<file path="src/rtl/alu_md.sv">
// Execute-stage ALU with iterative radix-2 unsigned multiply/divide; valid/ready in, valid pulse out.
// Latency: 1 cycle for simple ops, XLEN+2 for MUL/MULHU/DIVU/REMU; ready_o low while an iterative op runs, no output backpressure.
module alu_md #(
    parameter int XLEN   = 32,
    parameter int TAG_W  = 5,
    parameter int LUI_SH = 12
) (
    input  logic             clk,
    input  logic             rst,
    input  logic             valid_i,
    output logic             ready_o,
    input  logic [3:0]       alu_op_i,
    input  logic [XLEN-1:0]  alu_a_i,
    input  logic [XLEN-1:0]  alu_b_i,
    input  logic [TAG_W-1:0] tag_i,
    output logic             valid_o,
    output logic [XLEN-1:0]  alu_result_o,
    output logic [TAG_W-1:0] tag_o
);
    localparam int SHAMT_W = $clog2(XLEN);
    localparam int CNT_W   = $clog2(XLEN) + 1;

    localparam logic [3:0] OP_ADD = 4'd0,  OP_AND = 4'd1,  OP_SLL = 4'd2,  OP_SRL = 4'd3;
    localparam logic [3:0] OP_OR  = 4'd4,  OP_XOR = 4'd5,  OP_ONE = 4'd6,  OP_ZERO = 4'd7;
    localparam logic [3:0] OP_SRA = 4'd8,  OP_LUI = 4'd9,  OP_SUB = 4'd10, OP_MUL = 4'd11;
    localparam logic [3:0] OP_MULHU = 4'd12, OP_DIVU = 4'd13, OP_REMU = 4'd14;

    typedef enum logic [1:0] {IDLE, BUSY, DONE} state_t;

    state_t            state_q, state_d;
    logic [CNT_W-1:0]  cnt_q, cnt_d;
    logic [3:0]        op_q, op_d;
    logic [XLEN-1:0]   hi_q, hi_d, lo_q, lo_d, opnd_q, opnd_d;
    logic [TAG_W-1:0]  tag_lat_q, tag_lat_d;
    logic              valid_q, valid_d;
    logic [XLEN-1:0]   result_q, result_d;
    logic [TAG_W-1:0]  tag_q, tag_d;

    logic [SHAMT_W-1:0] shamt;
    logic [XLEN-1:0]    res_sc;
    logic               accept, is_multi_i, is_mul_i, busy_mul;
    logic [XLEN:0]      mul_sum, div_sh;
    logic [XLEN-1:0]    div_diff;
    logic               div_ge;

    assign ready_o      = (state_q == IDLE) && !rst;
    assign valid_o      = valid_q;
    assign alu_result_o = result_q;
    assign tag_o        = tag_q;

    assign accept     = valid_i && ready_o;
    assign shamt      = alu_b_i[SHAMT_W-1:0];
    assign is_mul_i   = (alu_op_i == OP_MUL) || (alu_op_i == OP_MULHU);
    assign is_multi_i = is_mul_i || (alu_op_i == OP_DIVU) || (alu_op_i == OP_REMU);
    assign busy_mul   = (op_q == OP_MUL) || (op_q == OP_MULHU);

    // Multiply: hi accumulates, lo holds the remaining multiplier bits and collects the low product.
    assign mul_sum = {1'b0, hi_q} + {1'b0, (lo_q[0] ? opnd_q : {XLEN{1'b0}})};
    // Divide: hi is the partial remainder, lo shifts the dividend out and the quotient in.
    assign div_sh   = {hi_q, lo_q[XLEN-1]};
    assign div_ge   = div_sh >= {1'b0, opnd_q};
    assign div_diff = div_sh[XLEN-1:0] - opnd_q;

    always_comb begin
        res_sc = '0;
        case (alu_op_i)
            OP_ADD:  res_sc = alu_a_i + alu_b_i;
            OP_AND:  res_sc = alu_a_i & alu_b_i;
            OP_SLL:  res_sc = alu_a_i << shamt;
            OP_SRL:  res_sc = alu_a_i >> shamt;
            OP_OR:   res_sc = alu_a_i | alu_b_i;
            OP_XOR:  res_sc = alu_a_i ^ alu_b_i;
            OP_ONE:  res_sc = {{(XLEN-1){1'b0}}, 1'b1};
            OP_ZERO: res_sc = '0;
            OP_SRA:  res_sc = $unsigned($signed(alu_a_i) >>> shamt);
            OP_LUI:  res_sc = alu_b_i << LUI_SH;
            OP_SUB:  res_sc = alu_a_i - alu_b_i;
            default: res_sc = '0;
        endcase
    end

    always_comb begin
        state_d   = state_q;
        cnt_d     = cnt_q;
        op_d      = op_q;
        hi_d      = hi_q;
        lo_d      = lo_q;
        opnd_d    = opnd_q;
        tag_lat_d = tag_lat_q;
        valid_d   = 1'b0;
        result_d  = result_q;
        tag_d     = tag_q;
        case (state_q)
            IDLE: begin
                if (accept) begin
                    if (is_multi_i) begin
                        op_d      = alu_op_i;
                        tag_lat_d = tag_i;
                        cnt_d     = CNT_W'(XLEN);
                        hi_d      = '0;
                        lo_d      = is_mul_i ? alu_b_i : alu_a_i;
                        opnd_d    = is_mul_i ? alu_a_i : alu_b_i;
                        state_d   = BUSY;
                    end else begin
                        result_d = res_sc;
                        tag_d    = tag_i;
                        valid_d  = 1'b1;
                    end
                end
            end
            BUSY: begin
                cnt_d = cnt_q - 1'b1;
                if (busy_mul) begin
                    hi_d = mul_sum[XLEN:1];
                    lo_d = {mul_sum[0], lo_q[XLEN-1:1]};
                end else begin
                    hi_d = div_ge ? div_diff : div_sh[XLEN-1:0];
                    lo_d = {lo_q[XLEN-2:0], div_ge};
                end
                if (cnt_q == CNT_W'(1)) begin
                    state_d = DONE;
                end
            end
            DONE: begin
                result_d = ((op_q == OP_MUL) || (op_q == OP_DIVU)) ? lo_q : hi_q;
                tag_d    = tag_lat_q;
                valid_d  = 1'b1;
                state_d  = IDLE;
            end
            default: state_d = IDLE;
        endcase
    end

    always_ff @(posedge clk) begin
        if (rst) begin
            state_q   <= IDLE;
            cnt_q     <= '0;
            op_q      <= '0;
            hi_q      <= '0;
            lo_q      <= '0;
            opnd_q    <= '0;
            tag_lat_q <= '0;
            valid_q   <= 1'b0;
            result_q  <= '0;
            tag_q     <= '0;
        end else begin
            state_q   <= state_d;
            cnt_q     <= cnt_d;
            op_q      <= op_d;
            hi_q      <= hi_d;
            lo_q      <= lo_d;
            opnd_q    <= opnd_d;
            tag_lat_q <= tag_lat_d;
            valid_q   <= valid_d;
            result_q  <= result_d;
            tag_q     <= tag_d;
        end
    end
endmodule

</file>
<file path="config.mk">
export PLATFORM = sky130hd
export DESIGN_NAME = alu_md
export DESIGN_NICKNAME = d
export VERILOG_FILES = /design/src/rtl/alu_md.sv
export SDC_FILE = /design/constraint.sdc
export NUM_CORES = 1
export LEC_CHECK = 0
export ABC_AREA = 1
export CAP_MARGIN = 25
export CORE_MARGIN = 2
export CORE_UTILIZATION = 49
export DETAILED_ROUTE_END_ITERATION = 10
export DONT_BUFFER_PORTS = 1
export PLACE_DENSITY = 0.66
export SLEW_MARGIN = 10
export SYNTH_ARGS = -nofsm -noshare
export SYNTH_HDL_FRONTEND = slang
export SYNTH_SLANG_ARGS = --single-unit
</file>
<file path="constraint.sdc">
create_clock -name clk -period 4.82 [get_ports clk]
set_input_delay 0.964 -clock clk [delete_from_list [all_inputs] [get_ports clk]]
set_output_delay 0.964 -clock clk [all_outputs]
set_load 0.02 [all_outputs]
</file>
---- Word-level counts from Yosys, hierarchy flattened ----
Cells that the tools add are included.
storage, ports and cells
  memories kept ........................... 0
  register bits after elaboration ......... 151
  output and inout bits ................... 39
  bits in latches ......................... 0
  bits in writable memories ............... 0
  bits in read-only memories .............. 0
operators by class
  shift operators ......................... 3
  add/sub/neg operators ................... 5
  equal/unequal tests ..................... 23
  magnitude comparators ................... 1
  reduce and logical (&&, ||, !) cells .... 16
  mux-type cells .......................... 30
  bitwise operators ....................... 3
  multiply operators ...................... 0
  div/mod/pow operators ................... 0
operators with widths
  kind                                                                   count
  32-bit two-way mux                                                     13
  32-bit one-hot mux with 10 select lines                                1
  32-bit one-hot mux with 2 select lines                                 3
  32-bit subtractor                                                      2
  4-bit equality test, second input constant                             10
  32-bit by 32-bit adder with 33-bit output                              1
  33-bit by 32-bit greater-or-equal comparator with 1-bit output         1
  32-bit adder                                                           1
  32-bit AND                                                             1
  32-bit OR                                                              1
  32-bit by 5-bit left shift with 32-bit output                          1
  32-bit by 5-bit right shift with 32-bit output                         1
  32-bit by 5-bit >>> shifter with 32-bit output                         1
  32-bit bitwise XOR                                                     1
  4-bit by 3-bit equality test with 1-bit output, second input constant  3
  6-bit two-way mux                                                      2
  6-bit one-hot mux with 2 select lines                                  1
  3-bit AND reduction                                                    4
  5-bit two-way mux                                                      2
  5-bit one-hot mux with 2 select lines                                  1
  4-bit by 2-bit equality test with 1-bit output, second input constant  2
  2-bit inequality test, second input constant                           4
  6-bit by 1-bit equality test with 1-bit output, second input constant  1
  2-bit two-way mux                                                      3
  13 further kinds                                                       20

---- Longest topological paths before layout ----
Gate-level depths: netlist of the first run.
  depth after elaboration ................. 7
  depth in mapped cells ................... 28

---- Least setup slack after synthesis of the first run ----
Ideal clock, no wire load.
  path kind ............................... input port to flip-flop
  start point ............................. in alu_b_i[1]
  end point ............................... reg result_q[27], in the netlist alu_result_o[27]
  stages on the path ...................... 26
  setup slack ............................. 0.661 ns
  path buffers ............................ 3
  arrival time ............................ 4.090 ns
  library setup time ...................... 0.070 ns
  path through ............................ buf_2 inv_2 buf_2 buf_2 ha_1 nand3_1 nor3_2 inv_1 nor2_1 nand4_1 nand2_1 o21ai_1 nor2_1 o21ai_1 xor2_1 ha_1 nand2_1 nor2_1 inv_1 nor4_1 nand2_1 nand3_1 nand3_1 nand2_1 nand2_1 a21oi_1
on the way
  cells in the longest elaborated chain, start to end .. 5
  elaborated cells on any way between the ends .. 9
  those cells by class .................... add/sub (2); shift (3); mux (4)
RTL lines
  element                                      RTL line  text
  from (decl)                                  14        input logic [XLEN-1:0] alu_b_i,
  32-bit subtractor (tied with other cells)    77        OP_SUB: res_sc = alu_a_i - alu_b_i;
  32-bit one-hot mux with 10 select lines (*)  66        case (alu_op_i)
  32-bit two-way mux (*)                       96        if (is_multi_i) begin
  32-bit two-way mux (*)                       95        if (accept) begin
  32-bit one-hot mux with 2 select lines (*)   93        case (state_q)
  to (signal assigned)                         155       result_q <= result_d;
  to (decl)                                    36        logic [XLEN-1:0] result_q, result_d;
Every way passes the cells marked *; elsewhere a longest branch is shown, timed or not. The select of a mux whose other input is x is not followed.
A chain may end at the register's enable or synchronous reset.

---- Final worst setup path of the first run ----
  start point ............................. in alu_b_i[0]
  end point ............................... reg result_q[17], in the netlist alu_result_o[17]
The elaborated chain is that of the path after synthesis.

==> run summary, run 1 <==
Worst Path Buf+Inv: 3
Synthesis-to-layout area growth: 4.66%
Global-route wire length before repair: 143,000 um
CP max stage cell: nor3_1
Synth Flop Type: dfxtp_1
Netlist cell types: 55
Worst-case clock skew: 0.0156 ns
Initial antenna violation count: 1
CTS root buf: clkbuf_16
GRT Residual Overflow: 0
Clk_lat worst skew: 0.46 ns
P_sw: 4.91 mW
Crit Path Class: in2reg
Total of max-cap violations: 0
Top cells by area, synth: nand2_1 (21%), dfxtp_1 (14%), nand3_1 (9.6%), ha_1 (9.6%), inv_1 (9.5%)
DR vias/cell: 5.95
Post-synth EDFFs: 0
Core footprint: 43,000 um2
Crit Path Max Fanout: 49
Fill cells: 4,804
IO Port Bufs: 0
Final Total Pwr: 8.84 mW
DP Area: 21,600 um2
Vias in the first global route: 22,917
Status: complete, no violations
Final setup fails: 0
PostCTS Resize Cnt: 0
Synth warn: 0
WP data required: 5.18 ns
Final Core Density: 51.8%
Cell Rows: 76
CTS Hold Bufs: 0
Share of cells above drive strength 1: 3.09%
Clock Path Buffers: 2
H-Tree Depth: 4
Fmax: 0.251 GHz
Reg2Reg Setup Slack: 1.26 ns
Cell leakage power: 11.5 nW
Crit path DAT: 4.34 ns
ANT nets after route: 0
CTS tree: yes
Drt wl/cell: 21.7 um
First DRT Iteration DRCs: 3,975
# IOs: 115
Post-CTS Setup Bufs: 0
Logic pwr share: 65.3%
Register bit total from synthesis: 151
Endpoint class of the critical path: flip-flop
Via count: 26,250
Layout net count: 4,051
CP Launch Type: primary input
Fin. Hold Viols: 0
Share of flip-flops with an asynchronous set or reset: 0%
Slew headroom: 26.4%
Post-route cell area: 22,300 um2
Crit-path leading delay family: simple AND/OR/NAND/NOR gates
Cell accounting for the most synthesized area: nand2_1
Sequential share of power: 18.3%
Most frequent cells after synthesis: nand2_1 (1,205), inv_1 (536), nand3_1 (410), o21ai_0 (349), a21oi_1 (328)
Avg Cell Area, Syn: 5.43 um2
Int Pwr: 3.93 mW
First drt pass iteration count: 6
Top cell type's share of synthesized area: 21.3%
Final worst-path cycle share: 82.6%
Routability cong.: 1.10
Clock-pin slew on the worst setup and hold paths: 0.08 ns
Post-Route Setup TNS: 0 ns
Hpwl dp: 74,400 um
DRT Wirelength: 95,600 um
Top-count cell post-synth: nand2_1
Clock share of power: 16.3%
HP Class: reg2reg
Effective utilization at floorplan: 49.5%
Critical path, cell by cell: inv_1 > ha_1 > nand3_1 > nor3_2 > inv_1 > nor2_1 > nand4_1 > nand2_1 > nand2_1 > xor2_1 > ha_1 > nand2_1 > inv_1 > nand2_1 > nor3_1 > nand3_1 > nand3_1 > nand2_1 > nand3_1 > nand3_1 > a21oi_1 > nor2_1
Slew Limit Fails: 0
Die ar.: 45,100 um2
Mapped Cells: 3,919
CP peak stage delay: 0.45 ns
Register area share after synthesis: 14.2%
Worst Max-Slew Pin Slew: 1.10 ns
Overall Global Routing Usage: 41.9%
Die W: 212 um
DRC: 0
TritonCTS Sinks: 151
Hold Worst Slack: 0.489 ns
Min Tclk post-route: 3.98 ns
Mapped cell area: 21,300 um2
Net Count, Synth: 4,161
Power Density: 397 nW/um2
TritonCTS Buffers: 17
Sw Share: 55.5%
Pin count of the biggest net entering global routing: 78
Die height: 212 um
VDD IR max: 0.000579 V
RSZ-0062 raised after global routing: false
[cells by family (layout without fill, tap and decap cells)]
logic type	after synthesis	in the layout	share of synthesized area [%]
XOR/XNOR	55	55	2.26
adder cells (fa/ha/maj)	166	166	9.87
AO/OA/AOI/OAI	805	805	20.1
buffers and inverters	723	626	13.3
AND/OR/NAND/NOR	2018	2018	40.3
flip-flops	151	151	14.2
other	0	2	0
multiplexers	1	1	0.0470
[metrics by stage]
step                      instances  setup WS [ns]
after floorplan                3919          0.661
after global placement         4373          0.484
after detailed placement       4374          0.505
after CTS                      4406          0.987
after global routing           4407          0.454
final                          4409          0.837
[flip-flops by register name (all words and copies together), names as in the netlist]
name and count:
op_q 4, state_q 2, cnt_q 6, tag_o 5, valid_o 1, alu_result_o 32
hi_q 32, opnd_q 32, lo_q 32, tag_lat_q 5
[power groups by stage]
| stage | clock, mW | sequential [mW] | combinational [mW] |
|---|---|---|---|
| after global placement | 0 | 1.64 | 5.51 |
| after CTS | 1.45 | 1.62 | 5.57 |
| after global routing | 1.50 | 1.64 | 6.48 |
| after detailed placement | 0 | 1.64 | 5.55 |
| after floorplan | 0 | 1.54 | 4.39 |
| final | 1.44 | 1.62 | 5.78 |
[worst min-delay path, cell delays in order (launching register included)]
cell and delay [ns]:
dfxtp_1 0.32, nand2_1 0.06, a31oi_1 0.07
[layer usage]
metal  track usage [%]  routed length (um)
met1              59.7               41200
met2              58.7               37000
met3              11.8               13000
met4              16.4                4380
met5                 0                   0
[worst paths after layout]
| check | endpoint | start | cells after the start |
|---|---|---|---|
| worst max register to register | hi_q[22]$_SDFFE_PP0P_ | lo_q[0]$_SDFFE_PP0P_ | 16 |
| worst min-delay path | tag_o[3]$_SDFFE_PP0P_ | tag_lat_q[3]$_SDFFE_PP0P_ | 2 |
| worst max-delay path | alu_result_o[17]$_SDFFE_PP0P_ | alu_b_i[0] | 22 |
| worst min register to register | tag_o[3]$_SDFFE_PP0P_ | tag_lat_q[3]$_SDFFE_PP0P_ | 2 |
[layout by cell type (no fill, tap or decap), types with 10 or more instances in the layout]
cell type  netlist  layout
nand2_1       1205    1201
inv_1          536     535
nand3_1        410     410
o21ai_0        349     349
a21oi_1        328     328
nor2_1         232     231
ha_1           163     163
dfxtp_1        151     151
nand4_1         45      45
a31oi_1         44      44
nor3_1          42      42
buf_4            5      40
xor2_1          37      37
nand3b_1        35      35
o211ai_1        20      20
xnor2_1         18      18
clkbuf_16        0      17
o22ai_1         15      15
and2_1          15      15
inv_2           11      12
o21bai_1        10      10
a221oi_1        10      10
[final cells by class]
class                      instances  area, um2  share of cell area, %
clock buffer                      17        425                   1.91
antenna                            2       5.00                 0.0225
tap                              585        732                   3.29
multi-input combinational       3045      15500                   69.4
inverter                         552       2070                   9.30
clock inverter                    15        196                  0.882
sequential                       151       3020                   13.6
timing repair buffer              42        355                   1.60
(Power assumes the default switching activity.)
==> run 2: changes to the inputs <==
==> constraint.sdc (replaced) <==
create_clock -name clk -period 3.77 [get_ports clk]
set_input_delay 0.754 -clock clk [delete_from_list [all_inputs] [get_ports clk]]
set_output_delay 0.754 -clock clk [all_outputs]
set_load 0.02 [all_outputs]
==> run 2 against run 1 <==
Power grew 28%. Clock-buffer cell count rose by 1. Global-route usage barely moved. Sequential share of layout area fell by 0.38 points. Critical path type unchanged. Critical endpoint unchanged. Highest routed layer is now met5.
==> run summary, run 2 (same netlist as run 1, synthesis figures left out) <==
Status: complete, no violations
CP peak stage delay: 0.37 ns
Post-Route Setup TNS: 0 ns
TritonCTS Sinks: 151
Crit Path Max Fanout: 49
Clock-pin slew on the worst setup and hold paths: 0.08 ns
DRC: 0
Endpoint class of the critical path: flip-flop
Layout net count: 4,135
Cell Rows: 76
Vias in the first global route: 23,088
CTS Hold Bufs: 0
PnR worst setup slack: 0.231 ns
Multi-input gate area: 15,500 um2
WHS Path Cells: 1
Fmax: 0.283 GHz
Critical path, cell by cell: inv_1 > ha_4 > nand3_2 > nor3_2 > inv_1 > nor2_1 > a31oi_1 > xor2_1 > inv_1 > ha_1 > nand2_1 > o21ai_0 > buf_4 > nand2_1 > nand2_1 > inv_1 > nand3_1 > nand2_1 > nand3_1 > nand3_1 > a21oi_1 > nor2_1
Hold endpoint: valid_o$_SDFF_PP0_
ANT nets after route: 0
WP data required: 4.12 ns
Most common cell after layout, fill and taps aside: nand2_1
HP Class: in2reg
DR vias/cell: 5.88
TritonCTS Buffers: 17
Reg area: 3020 um2
Crit Path Class: in2reg
Drt wl/cell: 21.3 um
Clk_lat worst skew: 0.46 ns
Final worst-path cycle share: 93.9%
First drt pass iteration count: 8
Reg-to-reg critical path endpoint: hi_q[22]$_SDFFE_PP0P_
Cell leakage power: 11.9 nW
GRT Residual Overflow: 0
Worst-case clock skew: 0.0129 ns
Synthesis-to-layout area growth: 7.67%
VDD IR max: 0.000590 V
DP Area: 22,300 um2
Post-route cell area: 22,900 um2
Hpwl dp: 74,300 um
Overall Global Routing Usage: 41.9%
Share of cells above drive strength 1: 5.48%
DRT Wirelength: 95,500 um
Final Core Density: 53.3%
First DRT Iteration DRCs: 3,716
IO Port Bufs: 0
CTS root buf: clkbuf_16
Global-route wire length before repair: 143,000 um
Via count: 26,396
# IOs: 115
Fin. Hold Viols: 0
Effective utilization at floorplan: 49.5%
Power Density: 496 nW/um2
Slew headroom: 38.1%
RSZ-0062 raised after global routing: false
CTS tree: yes
CP Launch Type: primary input
Pre-CTS setup slack: -0.288 ns
Post-CTS Setup Bufs: 0
Post-Place Cells: 4,458
Die ar.: 45,100 um2
Non-Filler Instances: 4,492
Hold Worst Slack: 0.366 ns
Slew Limit Fails: 0
Min Tclk post-route: 3.54 ns
Total of max-cap violations: 0
Final Total Pwr: 11.4 mW
Die W: 212 um
Pin count of the biggest net entering global routing: 86
Initial antenna violation count: 3
H-Tree Depth: 4
Fill cells: 4,803
Core footprint: 43,000 um2
Worst reg2reg startpoint: lo_q[0]$_SDFFE_PP0P_
Most frequent cells in the layout: nand2_1 (1,199), inv_1 (535), nand3_1 (409)
Crit path DAT: 3.89 ns
Worst Max-Slew Pin Slew: 0.928 ns
Clock Path Buffers: 2
CP max stage cell: o21ai_0
R2R cell count: 16
Final setup fails: 0
Reg2Reg Setup Slack: 0.73 ns
Worst hold start: rst
Routability cong.: 1.07
Die height: 212 um
-- run 2: cell types whose count changed in the layout (fill, tap and decap cells not counted), sizes merged --
cell,before,now
clkbuf,17,18
diode,2,1
buf,42,126
clkinv,9,7
clkinvlp,1,3
bufinv,1,0
-- run 2: worst max-delay path by stage --
stage | from | to | slack, ns | depth (start not counted)
after global routing | alu_b_i[0] | alu_result_o[27]$_SDFFE_PP0P_ | 0.02 | 24
after floorplan | alu_b_i[1] | alu_result_o[27]$_SDFFE_PP0P_ | 0.01 | 28
after global placement | alu_b_i[0] | alu_result_o[17]$_SDFFE_PP0P_ | -0.23 | 22
after detailed placement | alu_b_i[0] | alu_result_o[17]$_SDFFE_PP0P_ | -0.29 | 22
after CTS | alu_b_i[0] | alu_result_o[17]$_SDFFE_PP0P_ | 0.17 | 22
final | alu_b_i[0] | alu_result_o[17]$_SDFFE_PP0P_ | 0.23 | 22
-- run 2: routing by layer --
metal  share of wire (%)  wire length (um)  vias to the layer above  track usage, %
met5               0.060                57                        -               0
met1                  43             41100                    11852            58.3
li1                    -                 -                    12768               -
met4                 4.1              3880                        8            15.6
met2                  39             37000                     1555            58.1
met3                  14             13400                      213            15.4
-- run 2: critical path, delay by kind of cell --
kind	cells	cell delay (ns)
AO/OA/AOI/OAI	3	0.70
XOR/XNOR	1	0.15
adder cells (fa/ha/maj)	2	0.51
buffers and inverters	5	0.48
AND/OR/NAND/NOR	11	1.28
-- run 2: layout make-up --
cell class	instances	area share [%]
diodes	1	0.0109
clock buffers	18	1.92
clock inverters	14	0.562
inverters	552	9.05
multi-input cells	3045	67.7
flip-flops and latches	151	13.2
well taps	585	3.19
repair buffers	126	4.32
-- run 2: repair_timing --
action	4_1_cts	5_1_grt
gates resized for setup	0	3
endpoints found under the setup margin	0	4
endpoints found under the hold margin	0	0
-- run 2: report_power, final --
| group | switching (mW) | internal [mW] |
|---|---|---|
| Combinational | 5.15 | 2.43 |
| Clock | 0.832 | 0.889 |
| Sequential | 0.287 | 1.77 |
| Total | 6.27 | 5.09 |
